$ cat config.mk
export PLATFORM = sky130hd
export DESIGN_NAME = sw_transport_stream_flat
export DESIGN_NICKNAME = d
export VERILOG_FILES = /design/src/rtl/sw_transport_stream_if.sv /design/src/rtl/sw_transport_stream.sv /design/src/flat_wrapper.sv
export SDC_FILE = /design/constraint.sdc
export NUM_CORES = 1
export LEC_CHECK = 0
export BUFFER_PORTS_ARGS = -buffer_cell sky130_fd_sc_hd__buf_2
export CAP_MARGIN = 20
export CORE_MARGIN = 2
export CORE_UTILIZATION = 40
export DETAILED_ROUTE_END_ITERATION = 6
export GPL_ROUTABILITY_DRIVEN = 0
export SLEW_MARGIN = 20
export SYNTH_ARGS = -nofsm -noshare
export SYNTH_HDL_FRONTEND = slang
export SYNTH_SLANG_ARGS = --single-unit
$ cat constraint.sdc
create_clock -name clk -period 2.4 [get_ports clk]
set_input_delay 0.12 -clock clk [delete_from_list [all_inputs] [get_ports clk]]
set_output_delay 0.12 -clock clk [all_outputs]
set_load 0.1 [all_outputs]
$ cat src/rtl/sw_transport_stream_if.sv
// Stream bundle for sw_transport_stream: head-of-queue word, valid and ready.
interface sw_transport_stream_if #(
  parameter int DATA_W = 8
);
  logic [DATA_W-1:0] out_data;
  logic              out_valid;
  logic              out_ready;

  modport master (output out_data, output out_valid, input out_ready);
  modport slave  (input out_data, input out_valid, output out_ready);
endinterface

$ cat src/rtl/sw_transport_stream.sv
// sw_transport_stream: synchronises and debounces a switch bus, keeps codes in
// [CODE_MIN, CODE_MAX], queues them in a small FIFO and presents them on a
// valid/ready stream.
// Optional build macro: SW_TRANSPORT_PARITY_EN puts the XOR of the code bits
// into the word MSB; without it the MSB is always 0 and no parity logic exists.
module sw_transport_stream #(
  parameter int SW_W       = 4,
  parameter int DATA_W     = 8,
  parameter int CODE_MIN   = 1,
  parameter int CODE_MAX   = 8,
  parameter int DEB_CYC    = 4,
  parameter int FIFO_DEPTH = 4
) (
  input  logic                          clk,
  input  logic                          rst,
  input  logic [SW_W-1:0]               sw,
  sw_transport_stream_if.master         tx,
  output logic [SW_W-1:0]               last_code,
  output logic [7:0]                    drop_cnt,
  output logic [$clog2(FIFO_DEPTH):0]   fifo_level
);

  localparam int AW = $clog2(FIFO_DEPTH);

  logic [SW_W-1:0]   sync_q;
  logic [SW_W-1:0]   sw_s;
  logic [SW_W-1:0]   cand;
  logic [SW_W-1:0]   committed;
  logic [SW_W-1:0]   commit_code;
  logic [7:0]        stab;
  logic [7:0]        stab_nxt;
  logic              commit_evt;

  logic              push_req;
  logic              push_ok;
  logic              pop;
  logic              full;
  logic              empty;
  logic              drop;
  logic [DATA_W-1:0] word;
  logic [DATA_W-1:0] mem [FIFO_DEPTH];
  logic [AW-1:0]     wr_ptr;
  logic [AW-1:0]     rd_ptr;
  logic [AW:0]       count;

  // Two-flop synchroniser for the asynchronous switch inputs.
  always_ff @(posedge clk) begin
    // NOTE: sequential state uses non-blocking assignments so every flop
    // samples the pre-edge values, independent of statement order.
    if (rst) begin
      sync_q <= '0;
      sw_s   <= '0;
    end else begin
      sync_q <= sw;
      sw_s   <= sync_q;
    end
  end

  // Next value of the stability counter; saturates at DEB_CYC.
  always_comb begin
    // NOTE: assigning a default first keeps every path covered, so no latch.
    stab_nxt = stab;
    if (sw_s != cand)
      stab_nxt = '0;
    else if (stab < 8'(DEB_CYC))
      stab_nxt = stab + 8'd1;
  end

  // Debounce: commit the candidate once it has been stable for DEB_CYC cycles.
  always_ff @(posedge clk) begin
    if (rst) begin
      cand        <= '0;
      stab        <= '0;
      committed   <= '0;
      commit_evt  <= 1'b0;
      commit_code <= '0;
    end else begin
      commit_evt <= 1'b0;
      stab       <= stab_nxt;
      if (sw_s != cand)
        cand <= sw_s;
      if ((sw_s == cand) && (stab_nxt == 8'(DEB_CYC)) && (cand != committed)) begin
        committed   <= cand;
        commit_evt  <= 1'b1;
        commit_code <= cand;
      end
    end
  end

  assign push_req = commit_evt
                 && (commit_code >= SW_W'(CODE_MIN))
                 && (commit_code <= SW_W'(CODE_MAX));

  assign empty   = (count == '0);
  assign full    = (count == (AW+1)'(FIFO_DEPTH));
  assign pop     = !empty && tx.out_ready;
  // A pop in the same cycle frees the slot, so a full queue still accepts.
  assign push_ok = push_req && (!full || pop);
  assign drop    = push_req && full && !pop;

  // Stored word: code in the low bits, zero pad, optional parity in the MSB.
  always_comb begin
    word             = '0;
    word[SW_W-1:0]   = commit_code;
`ifdef SW_TRANSPORT_PARITY_EN
    word[DATA_W-1]   = ^commit_code;
`endif
  end

  // Queue storage write port.
  always_ff @(posedge clk) begin
    // NOTE: the storage array is deliberately not reset; the read side is
    // gated by the occupancy count, so stale entries are never visible.
    if (push_ok)
      mem[wr_ptr] <= word;
  end

  // Queue pointers, occupancy and status counters.
  always_ff @(posedge clk) begin
    if (rst) begin
      wr_ptr    <= '0;
      rd_ptr    <= '0;
      count     <= '0;
      drop_cnt  <= '0;
      last_code <= '0;
    end else begin
      if (push_ok)
        wr_ptr <= wr_ptr + AW'(1);
      if (pop)
        rd_ptr <= rd_ptr + AW'(1);
      case ({push_ok, pop})
        2'b10:   count <= count + (AW+1)'(1);
        2'b01:   count <= count - (AW+1)'(1);
        default: count <= count;
      endcase
      if (drop && (drop_cnt != 8'hFF))
        drop_cnt <= drop_cnt + 8'd1;
      if (push_req)
        last_code <= commit_code;
    end
  end

  assign tx.out_valid = !empty;
  assign tx.out_data  = empty ? '0 : mem[rd_ptr];
  assign fifo_level   = count;

endmodule

$ cat src/flat_wrapper.sv
// flat-port wrapper written by rule: the top's interface ports become plain ports
module sw_transport_stream_flat 
#(
  parameter int SW_W       = 4,
  parameter int DATA_W     = 8,
  parameter int CODE_MIN   = 1,
  parameter int CODE_MAX   = 8,
  parameter int DEB_CYC    = 4,
  parameter int FIFO_DEPTH = 4
)
  (clk, rst, sw, last_code, drop_cnt, fifo_level, tx_out_data, tx_out_valid, tx_out_ready);
  sw_transport_stream_if #(.DATA_W(DATA_W)) tx_i ();
  input  logic clk;
  input  logic rst;
  input  logic [SW_W-1:0] sw;
  output logic [SW_W-1:0] last_code;
  output logic [7:0] drop_cnt;
  output logic [$clog2(FIFO_DEPTH):0] fifo_level;
  output wire logic [$bits(tx_i.out_data)-1:0] tx_out_data;
  output wire logic [$bits(tx_i.out_valid)-1:0] tx_out_valid;
  input wire logic [$bits(tx_i.out_ready)-1:0] tx_out_ready;
  assign tx_out_data = tx_i.out_data;
  assign tx_out_valid = tx_i.out_valid;
  assign tx_i.out_ready = tx_out_ready;
  sw_transport_stream #(.SW_W(SW_W), .DATA_W(DATA_W), .CODE_MIN(CODE_MIN), .CODE_MAX(CODE_MAX), .DEB_CYC(DEB_CYC), .FIFO_DEPTH(FIFO_DEPTH)) u_core (.clk(clk), .rst(rst), .sw(sw), .tx(tx_i), .last_code(last_code), .drop_cnt(drop_cnt), .fifo_level(fifo_level));
endmodule
## Word-level counts from Yosys, hierarchy flattened

Memory sizes are Yosys's and may differ from the RTL's. A register that Yosys moved wholly into a read port is not among the register bits.
Index checks and enable logic that the tools add are counted.
Widths: inputs -> output; s select.

| operators by class | value |
|---|---|
| $add $sub $neg | 6 |
| order comparisons | 3 |
| equality and inequality tests | 8 |
| multiplexer cells | 9 |
| reduce and logical (&&, ||, !) cells | 15 |

Operators with widths:

| cell | count |
|---|---|
| $mux 8 | 3 |
| $add 8x1->8 const B | 2 |
| $logic_and 1x1->1 | 9 |
| $eq 8x3->1 const B | 1 |
| $lt 8x3->1 const B | 1 |
| $ne 4x4->1 | 2 |
| $ne 8x8->1 const B | 1 |
| $pmux 3 s2 | 1 |
| $add 2x1->2 const B | 2 |
| $eq 4x4->1 | 1 |
| $ge 4x1->1 const B | 1 |
| $le 4x4->1 const B | 1 |
| $mux 2 | 2 |
| $add 3x1->3 const B | 1 |
| $eq 3x3->1 const B | 1 |
| $logic_not 1->1 | 3 |
| $logic_not 3->1 | 1 |
| $mux 1 | 3 |
| $sub 3x1->3 const B | 1 |
| $eq 2x1->1 const B | 1 |
| $eq 2x2->1 const B | 1 |
| $reduce_bool 2->1 | 1 |
| $logic_or 1x1->1 | 1 |

| storage, ports and cells | value |
|---|---|
| register bits | 44 |
| RAM bits | 16 |
| input port bits | 7 |
| output and inout bits | 24 |
| logic and storage cells | 53 |
| memories | 1 |

Memories:

| memory | words | width | read ports | clocked after Yosys merged registers in | write ports | line | text |
|---|---|---|---|---|---|---|---|
| u_core.mem | 4 | 4 | 1 | 1 | 1 | sw_transport_stream.sv:41 | `logic [DATA_W-1:0] mem [FIFO_DEPTH];` |

## Logic depth before layout (Yosys ltp)

| depth | value |
|---|---|
| depth in word-level cells | 7 |
| depth in mapped cells | 9 |
| gate-level depth less buffers | 8 |

## Worst setup path before layout

OpenSTA, ideal clock, no wires.

| timing | value |
|---|---|
| path kind | register to register |
| start point | reg u_core.count[0] (netlist: u_core.fifo_level[0]) |
| end point | reg u_core.count[2] (netlist: u_core.fifo_level[2]) |
| library setup time | 70 ps |
| arrival | 3592 ps |
| data required time | 2330 ps |
| slack | -1262 ps |
| stages on the path, launching flop included | 10 |
| path buffers | 1 |
| clock period less this slack | 3662 ps |
| cells stage by stage | dfxtp_1 or3_1 clkbuf_1 and2_1 ha_1 inv_1 fa_1 xor2_1 or3_1 a21oi_1 |

| between the ends | value |
|---|---|
| cells in the longest elaborated chain, start to end | 7 |
| elaborated cells between the ends (all ways) | 13 |
| those cells by class | 2 x add/sub; 3 x eq/ne; 1 x mux; 7 x reduce/logical |

RTL lines:

| item | line | text |
|---|---|---|
| start: declaration | sw_transport_stream.sv:44 | `logic [AW:0] count;` |
| start signal: assignment | sw_transport_stream.sv:132 | `2'b10: count <= count + (AW+1)'(1);` |
| start signal: assignment | sw_transport_stream.sv:133 | `2'b01: count <= count - (AW+1)'(1);` |
| start signal: assignment | sw_transport_stream.sv:134 | `default: count <= count;` |
| $logic_not 3->1 * | sw_transport_stream.sv:94 | `assign empty = (count == '0);` |
| $logic_not 1->1 * | -- |  |
| net tx_out_valid | flat_wrapper.sv:20 | `output wire logic [$bits(tx_i.out_valid)-1:0] tx_out_valid;` |
| $logic_and 1x1->1 * | sw_transport_stream.sv:96 | `assign pop = !empty && tx.out_ready;` |
| net u_core.pop | sw_transport_stream.sv:36 | `logic pop;` |
| $logic_or 1x1->1 | sw_transport_stream.sv:98 | `assign push_ok = push_req && (!full \|\| pop);` |
| $logic_and 1x1->1 | sw_transport_stream.sv:98 |  |
| $eq 2x1->1 / $eq 2x2->1 (equally long branches) | sw_transport_stream.sv:131 | `case ({push_ok, pop})` |
| $pmux 3 s2 / $reduce_bool 2->1 (equally long branches) | -- |  |

Mark *: on every way through the listed nets, which the timed path passes. The rest lies on a longest branch.
A chain may end at the register's enable or synchronous reset.

## Final worst setup path

| timing | value |
|---|---|
| start point | reg u_core.count[1] (netlist: u_core.fifo_level[1]) |
| end point | reg u_core.count[2] (netlist: u_core.fifo_level[2]) |

| between the ends | value |
|---|---|
| cells in the longest elaborated chain, start to end | 7 |
| elaborated cells between the ends (all ways) | 13 |
| those cells by class | 2 x add/sub; 3 x eq/ne; 1 x mux; 7 x reduce/logical |

RTL lines:

| item | line |
|---|---|
| $logic_not 3->1 | sw_transport_stream.sv:94 |
| $logic_not 1->1 | sw_transport_stream.sv:96 |
| $logic_and 1x1->1 | sw_transport_stream.sv:96 |
| $logic_or 1x1->1 | sw_transport_stream.sv:98 |
| $logic_and 1x1->1 | sw_transport_stream.sv:98 |
| $eq 2x1->1 / $eq 2x2->1 (equally long branches) | sw_transport_stream.sv:131 |
| $pmux 3 s2 / $reduce_bool 2->1 (equally long branches) | -- |

Parallel ways exist; a longest one is shown, timed or not.

==> report_table.html <==
<table>
<tr><th>Metric</th><th>Value</th></tr>
<tr><th colspan="2">STA</th></tr>
<tr><td>Finish-stage setup viols</td><td>0</td></tr>
<tr><td>Slew headroom</td><td>63.9%</td></tr>
<tr><td>Timing-limited maximum frequency</td><td>435 MHz</td></tr>
<tr><td>RSZ-0062 raised after global routing</td><td>yes</td></tr>
<tr><td>Number of hold-slack violations in the final timing report</td><td>0</td></tr>
<tr><td>Setup slack after layout</td><td>0.103 ns</td></tr>
<tr><td>Post-route setup TNS</td><td>0 ns</td></tr>
<tr><td>Final setup skew</td><td>0.00754 ns</td></tr>
<tr><td>Slew at the pin with the worst max-slew slack</td><td>0.541 ns</td></tr>
<tr><td>Final worst path period need</td><td>2.30 ns</td></tr>
<tr><td>Max-slew violation count</td><td>0</td></tr>
<tr><td>Final critical-path share of the clock period</td><td>95.7%</td></tr>
<tr><th colspan="2">Setup path</th></tr>
<tr><td>Maximum fanout count along the critical path</td><td>6</td></tr>
<tr><td>Worst setup EP type</td><td>flop</td></tr>
<tr><td>Startpoint of the lowest-slack register-to-register path</td><td>u_core.fifo_level[1]</td></tr>
<tr><td>Largest incremental delay on the critical path</td><td>0.55 ns</td></tr>
<tr><td>Crit. Startpoint</td><td>u_core.fifo_level[1]</td></tr>
<tr><td>Ordered cell list for the critical path</td><td>or4b_4 -&gt; nand4_1 -&gt; ha_2 -&gt; inv_1 -&gt; fa_2 -&gt; xor2_1 -&gt; or3_1 -&gt; a21oi_2</td></tr>
<tr><td>Arr. time, crit path</td><td>2.57 ns</td></tr>
<tr><td>Worst setup path class</td><td>flop to flop</td></tr>
<tr><td>Family with the most delay on the worst path</td><td>simple AND/OR/NAND/NOR gates</td></tr>
<tr><td>CP required</td><td>2.68 ns</td></tr>
<tr><td>Sum of buffers and inverters on the critical path</td><td>1</td></tr>
<tr><td>Slowest stage cell on the critical path</td><td>sky130_fd_sc_hd__or4b_4</td></tr>
<tr><td>CP Launch Type</td><td>flop</td></tr>
<tr><th colspan="2">Logic synthesis</th></tr>
<tr><td>Mapped cell area</td><td>0.00263 mm^2</td></tr>
<tr><td>Average size of a mapped cell</td><td>11.3 um^2</td></tr>
<tr><td>Number of different library cells in the post-synthesis netlist</td><td>45</td></tr>
<tr><td>Proportion of synthesized chip area in sequential cells</td><td>53.4%</td></tr>
<tr><td>Total of flip-flops plus latches after synthesis</td><td>62</td></tr>
<tr><td>Post-Synthesis Cells</td><td>232</td></tr>
<tr><td>Synthesis warning total</td><td>0</td></tr>
<tr><th colspan="2">Detailed routing</th></tr>
<tr><td>DRC violation count after routing</td><td>0</td></tr>
<tr><td>Post-DR vias/cell</td><td>4.86</td></tr>
<tr><td>WL per Instance</td><td>13.1 um</td></tr>
<tr><td>Drt first pass iters</td><td>4</td></tr>
<tr><td>Drt first-iter violations</td><td>54</td></tr>
<tr><td>Total Routed Length</td><td>4610 um</td></tr>
<tr><td>Count of antenna-violating nets left after detailed routing</td><td>0</td></tr>
<tr><td>Total number of vias</td><td>1715</td></tr>
<tr><th colspan="2">Clocking</th></tr>
<tr><td>TritonCTS clock tree</td><td>built</td></tr>
<tr><td>Reg clk slew, reported paths</td><td>0.07 ns</td></tr>
<tr><td>Inserted Clock Buffers</td><td>9</td></tr>
<tr><td>Skew-Pair Late Insertion Delay</td><td>0.34 ns</td></tr>
<tr><td>Buffer levels on the longest clock path</td><td>2</td></tr>
<tr><td>CTS HTree Levels</td><td>3</td></tr>
<tr><td>Root Buffer Master</td><td>sky130_fd_sc_hd__clkbuf_8</td></tr>
<tr><td>Num Clock Sinks</td><td>62</td></tr>
<tr><th colspan="2">Power</th></tr>
<tr><td>Leakage Power</td><td>1.22 nW</td></tr>
<tr><td>Peak ir drop on the vdd network</td><td>0.443 mV</td></tr>
<tr><td>Power per standard cell area</td><td>642 mW/mm^2</td></tr>
<tr><th colspan="2">Die</th></tr>
<tr><td>Y dimension of the die</td><td>85.0 um</td></tr>
<tr><td>Effective utilization at floorplan</td><td>41.3%</td></tr>
<tr><td>Rows</td><td>29</td></tr>
<tr><td>Die Width</td><td>85.0 um</td></tr>
<tr><td>Floorplan Core Area</td><td>0.00635 mm^2</td></tr>
<tr><td>Die outline area</td><td>0.00723 mm^2</td></tr>
<tr><td>Ports placed on the boundary</td><td>31</td></tr>
<tr><th colspan="2">Layout</th></tr>
<tr><td>Antenna cell count</td><td>0</td></tr>
<tr><td>Fin nets</td><td>286</td></tr>
<tr><td>Area added between synthesis and finish</td><td>17.6%</td></tr>
<tr><td>Layout cells sized above 1</td><td>25.0%</td></tr>
<tr><th colspan="2">Placed design</th></tr>
<tr><td>Post-place setup slack</td><td>0.101 ns</td></tr>
<tr><td>Placed wire-length estimate</td><td>3220 um</td></tr>
<tr><td>Count of input and output buffers</td><td>26</td></tr>
<tr><th colspan="2">Global routing</th></tr>
<tr><td>GRT Overall Usage</td><td>14.2%</td></tr>
<tr><td>Number of global-route vias before repair</td><td>1695</td></tr>
<tr><td>Global-route wire length before repair</td><td>7970 um</td></tr>
<tr><td>Number of antenna violations at the first check in global routing</td><td>0</td></tr>
<tr><td>Maximum number of pins on one net before global-route repair</td><td>24</td></tr>
<tr><td>Aggregate global routing overflow</td><td>0</td></tr>
<tr><th colspan="2">Hold path</th></tr>
<tr><td>Path class of the lowest-slack min-delay path</td><td>primary input to flop</td></tr>
<tr><td>Hold path startpoint</td><td>tx_out_ready</td></tr>
<tr><th colspan="2">Run</th></tr>
<tr><td>Number of max-cap violations</td><td>0</td></tr>
<tr><th colspan="2">Status</th></tr>
<tr><td>Run status</td><td>finished, final reports clean</td></tr>
</table>
area by class of cell:
class / instances / area (um^2)
Fill cell: 586 / 3260
Sequential cell: 62 / 1410
Multi-Input combinational cell: 153 / 1150
Timing Repair Buffer: 37 / 223
Clock buffer: 9 / 124
Tap cell: 77 / 96.3
Clock inverter: 7 / 48.8
Inverter: 8 / 30.0
layer usage:
metal	vias to the layer above	share of wire [%]	track usage (%)
li1	890	-	-
met1	782	47	17.4
met2	32	46	22.6
met3	11	5.1	5.35
met4	0	1.9	5.63
met5	-	0	0
tightest hold or removal path: cells and delay by family:
kind | cells | cell delay [ns]
AO/OA/AOI/OAI | 2 | 0.14
buffers and inverters | 1 | 0.12
AND/OR/NAND/NOR | 1 | 0.07
cell families (layout without fill, tap and decap cells):
kind of cell | Yosys count | after routing | synth area share [%]
buf+inv | 20 | 61 | 3.57
simple gates | 86 | 86 | 19.7
fa+ha+maj | 8 | 8 | 4.10
mux | 13 | 13 | 6.91
flops | 62 | 62 | 53.4
other cells | 1 | 4 | 0.143
xor+xnor | 14 | 14 | 4.67
compound gates | 28 | 28 | 7.53
cells in the final DEF (no fill, tap or decap), drive strengths merged, types with 6 or more instances in the layout:
cell type / synthesis / routed
ha: 7 / 7
clkbuf: 6 / 9
inv: 8 / 10
and3: 6 / 6
edfxtp: 16 / 16
or4: 6 / 6
xor2: 7 / 7
nor2: 15 / 15
xnor2: 7 / 7
dfxtp: 46 / 46
nor2b: 14 / 14
buf: 6 / 33
nand2b: 8 / 8
and2: 10 / 10
mux2i: 8 / 8
o21ai: 6 / 6
a21oi: 10 / 10
flip-flops by register name, summed over array words and instances, names as in the netlist, 3 cells and up, named ones only:
register / flops
u_core.fifo_level: 3
u_core.mem: 16
u_core.commit_code: 4
u_core.stab: 8
u_core.drop_cnt: 8
u_core.last_code: 4
u_core.cand: 4
u_core.sync_q: 4
u_core.sw_s: 4
stage by stage:
| step | power (mW) | area [um^2] | utilization [%] | cells | hold WS (ns) |
|---|---|---|---|---|---|
| 2_1_floorplan | 1.19 | 2670 | - | 235 | 0.248 |
| 3_3_place_gp | 1.20 | 2860 | 45.1 | 332 | 0.331 |
| 3_5_place_dp | 1.20 | 2860 | 45.1 | 332 | 0.332 |
| 4_1_cts | 2.01 | 3080 | 48.5 | 352 | 0.132 |
| 5_1_grt | 2.07 | 3090 | 48.6 | 353 | 0.152 |
| 6_report | 1.98 | 3090 | 48.6 | 353 | 0.160 |
Yosys cell counts (all sizes together):
library cell   n  area share, %
nand2          5           0.72
a2111oi        1            1.0
inv            8            1.1
nand3          5            1.1
and3           6            1.4
or2            1           0.33
or4b           2           0.91
nor2b         14            3.3
clkbuf         6           0.86
a21o           1           0.29
or4            6            1.9
and2          10            2.4
nor4b          1           0.57
xor2           7            2.3
nor4           2           0.48
xnor2          7            2.3
o21a           1           0.29
ha             7            3.3
mux4           4            3.4
edfxtp        16             18
o31ai          5            1.6
nor3           4           0.76
a21oi         10            1.9
nor2          15            2.1
buf            6            1.6
dfxtp         46             35
conb           1           0.14
or3            4           0.95
o211ai         1           0.29
a2bb2oi        1           0.33
mux2i          8            3.1
o2111ai        1           0.33
fa             1           0.76
o21ai          6            1.1
nand4          3           0.72
mux2           1           0.43
nand2b         8            1.9
a22oi          1           0.29
repair_timing:
| item | in CTS | in global routing |
|---|---|---|
| hold endpoints to repair | 4 | 0 |
| hold buffers | 4 | 0 |
| endpoints found under the setup margin | 0 | 1 |
| setup buffers | 0 | 1 |
| resized for setup | 0 | 1 |
power by group:
| group | internal, mW | switching, mW |
|---|---|---|
| combinational | 0.0296 | 0.0691 |
| clock | 0.374 | 0.428 |
| sequential | 1.07 | 0.00816 |
final timing paths:
| path | depth (start not counted) | end | slack (ns) |
|---|---|---|---|
| worst max-delay path | 8 | u_core.fifo_level[2] | 0.10 |
| worst min-delay path | 4 | u_core.drop_cnt[1] | 0.16 |
| worst max register to register | 8 | u_core.fifo_level[2] | 0.10 |
| worst min register to register | 1 | u_core.sw_s[2] | 0.44 |
Power figures use the tool's default switching activity.
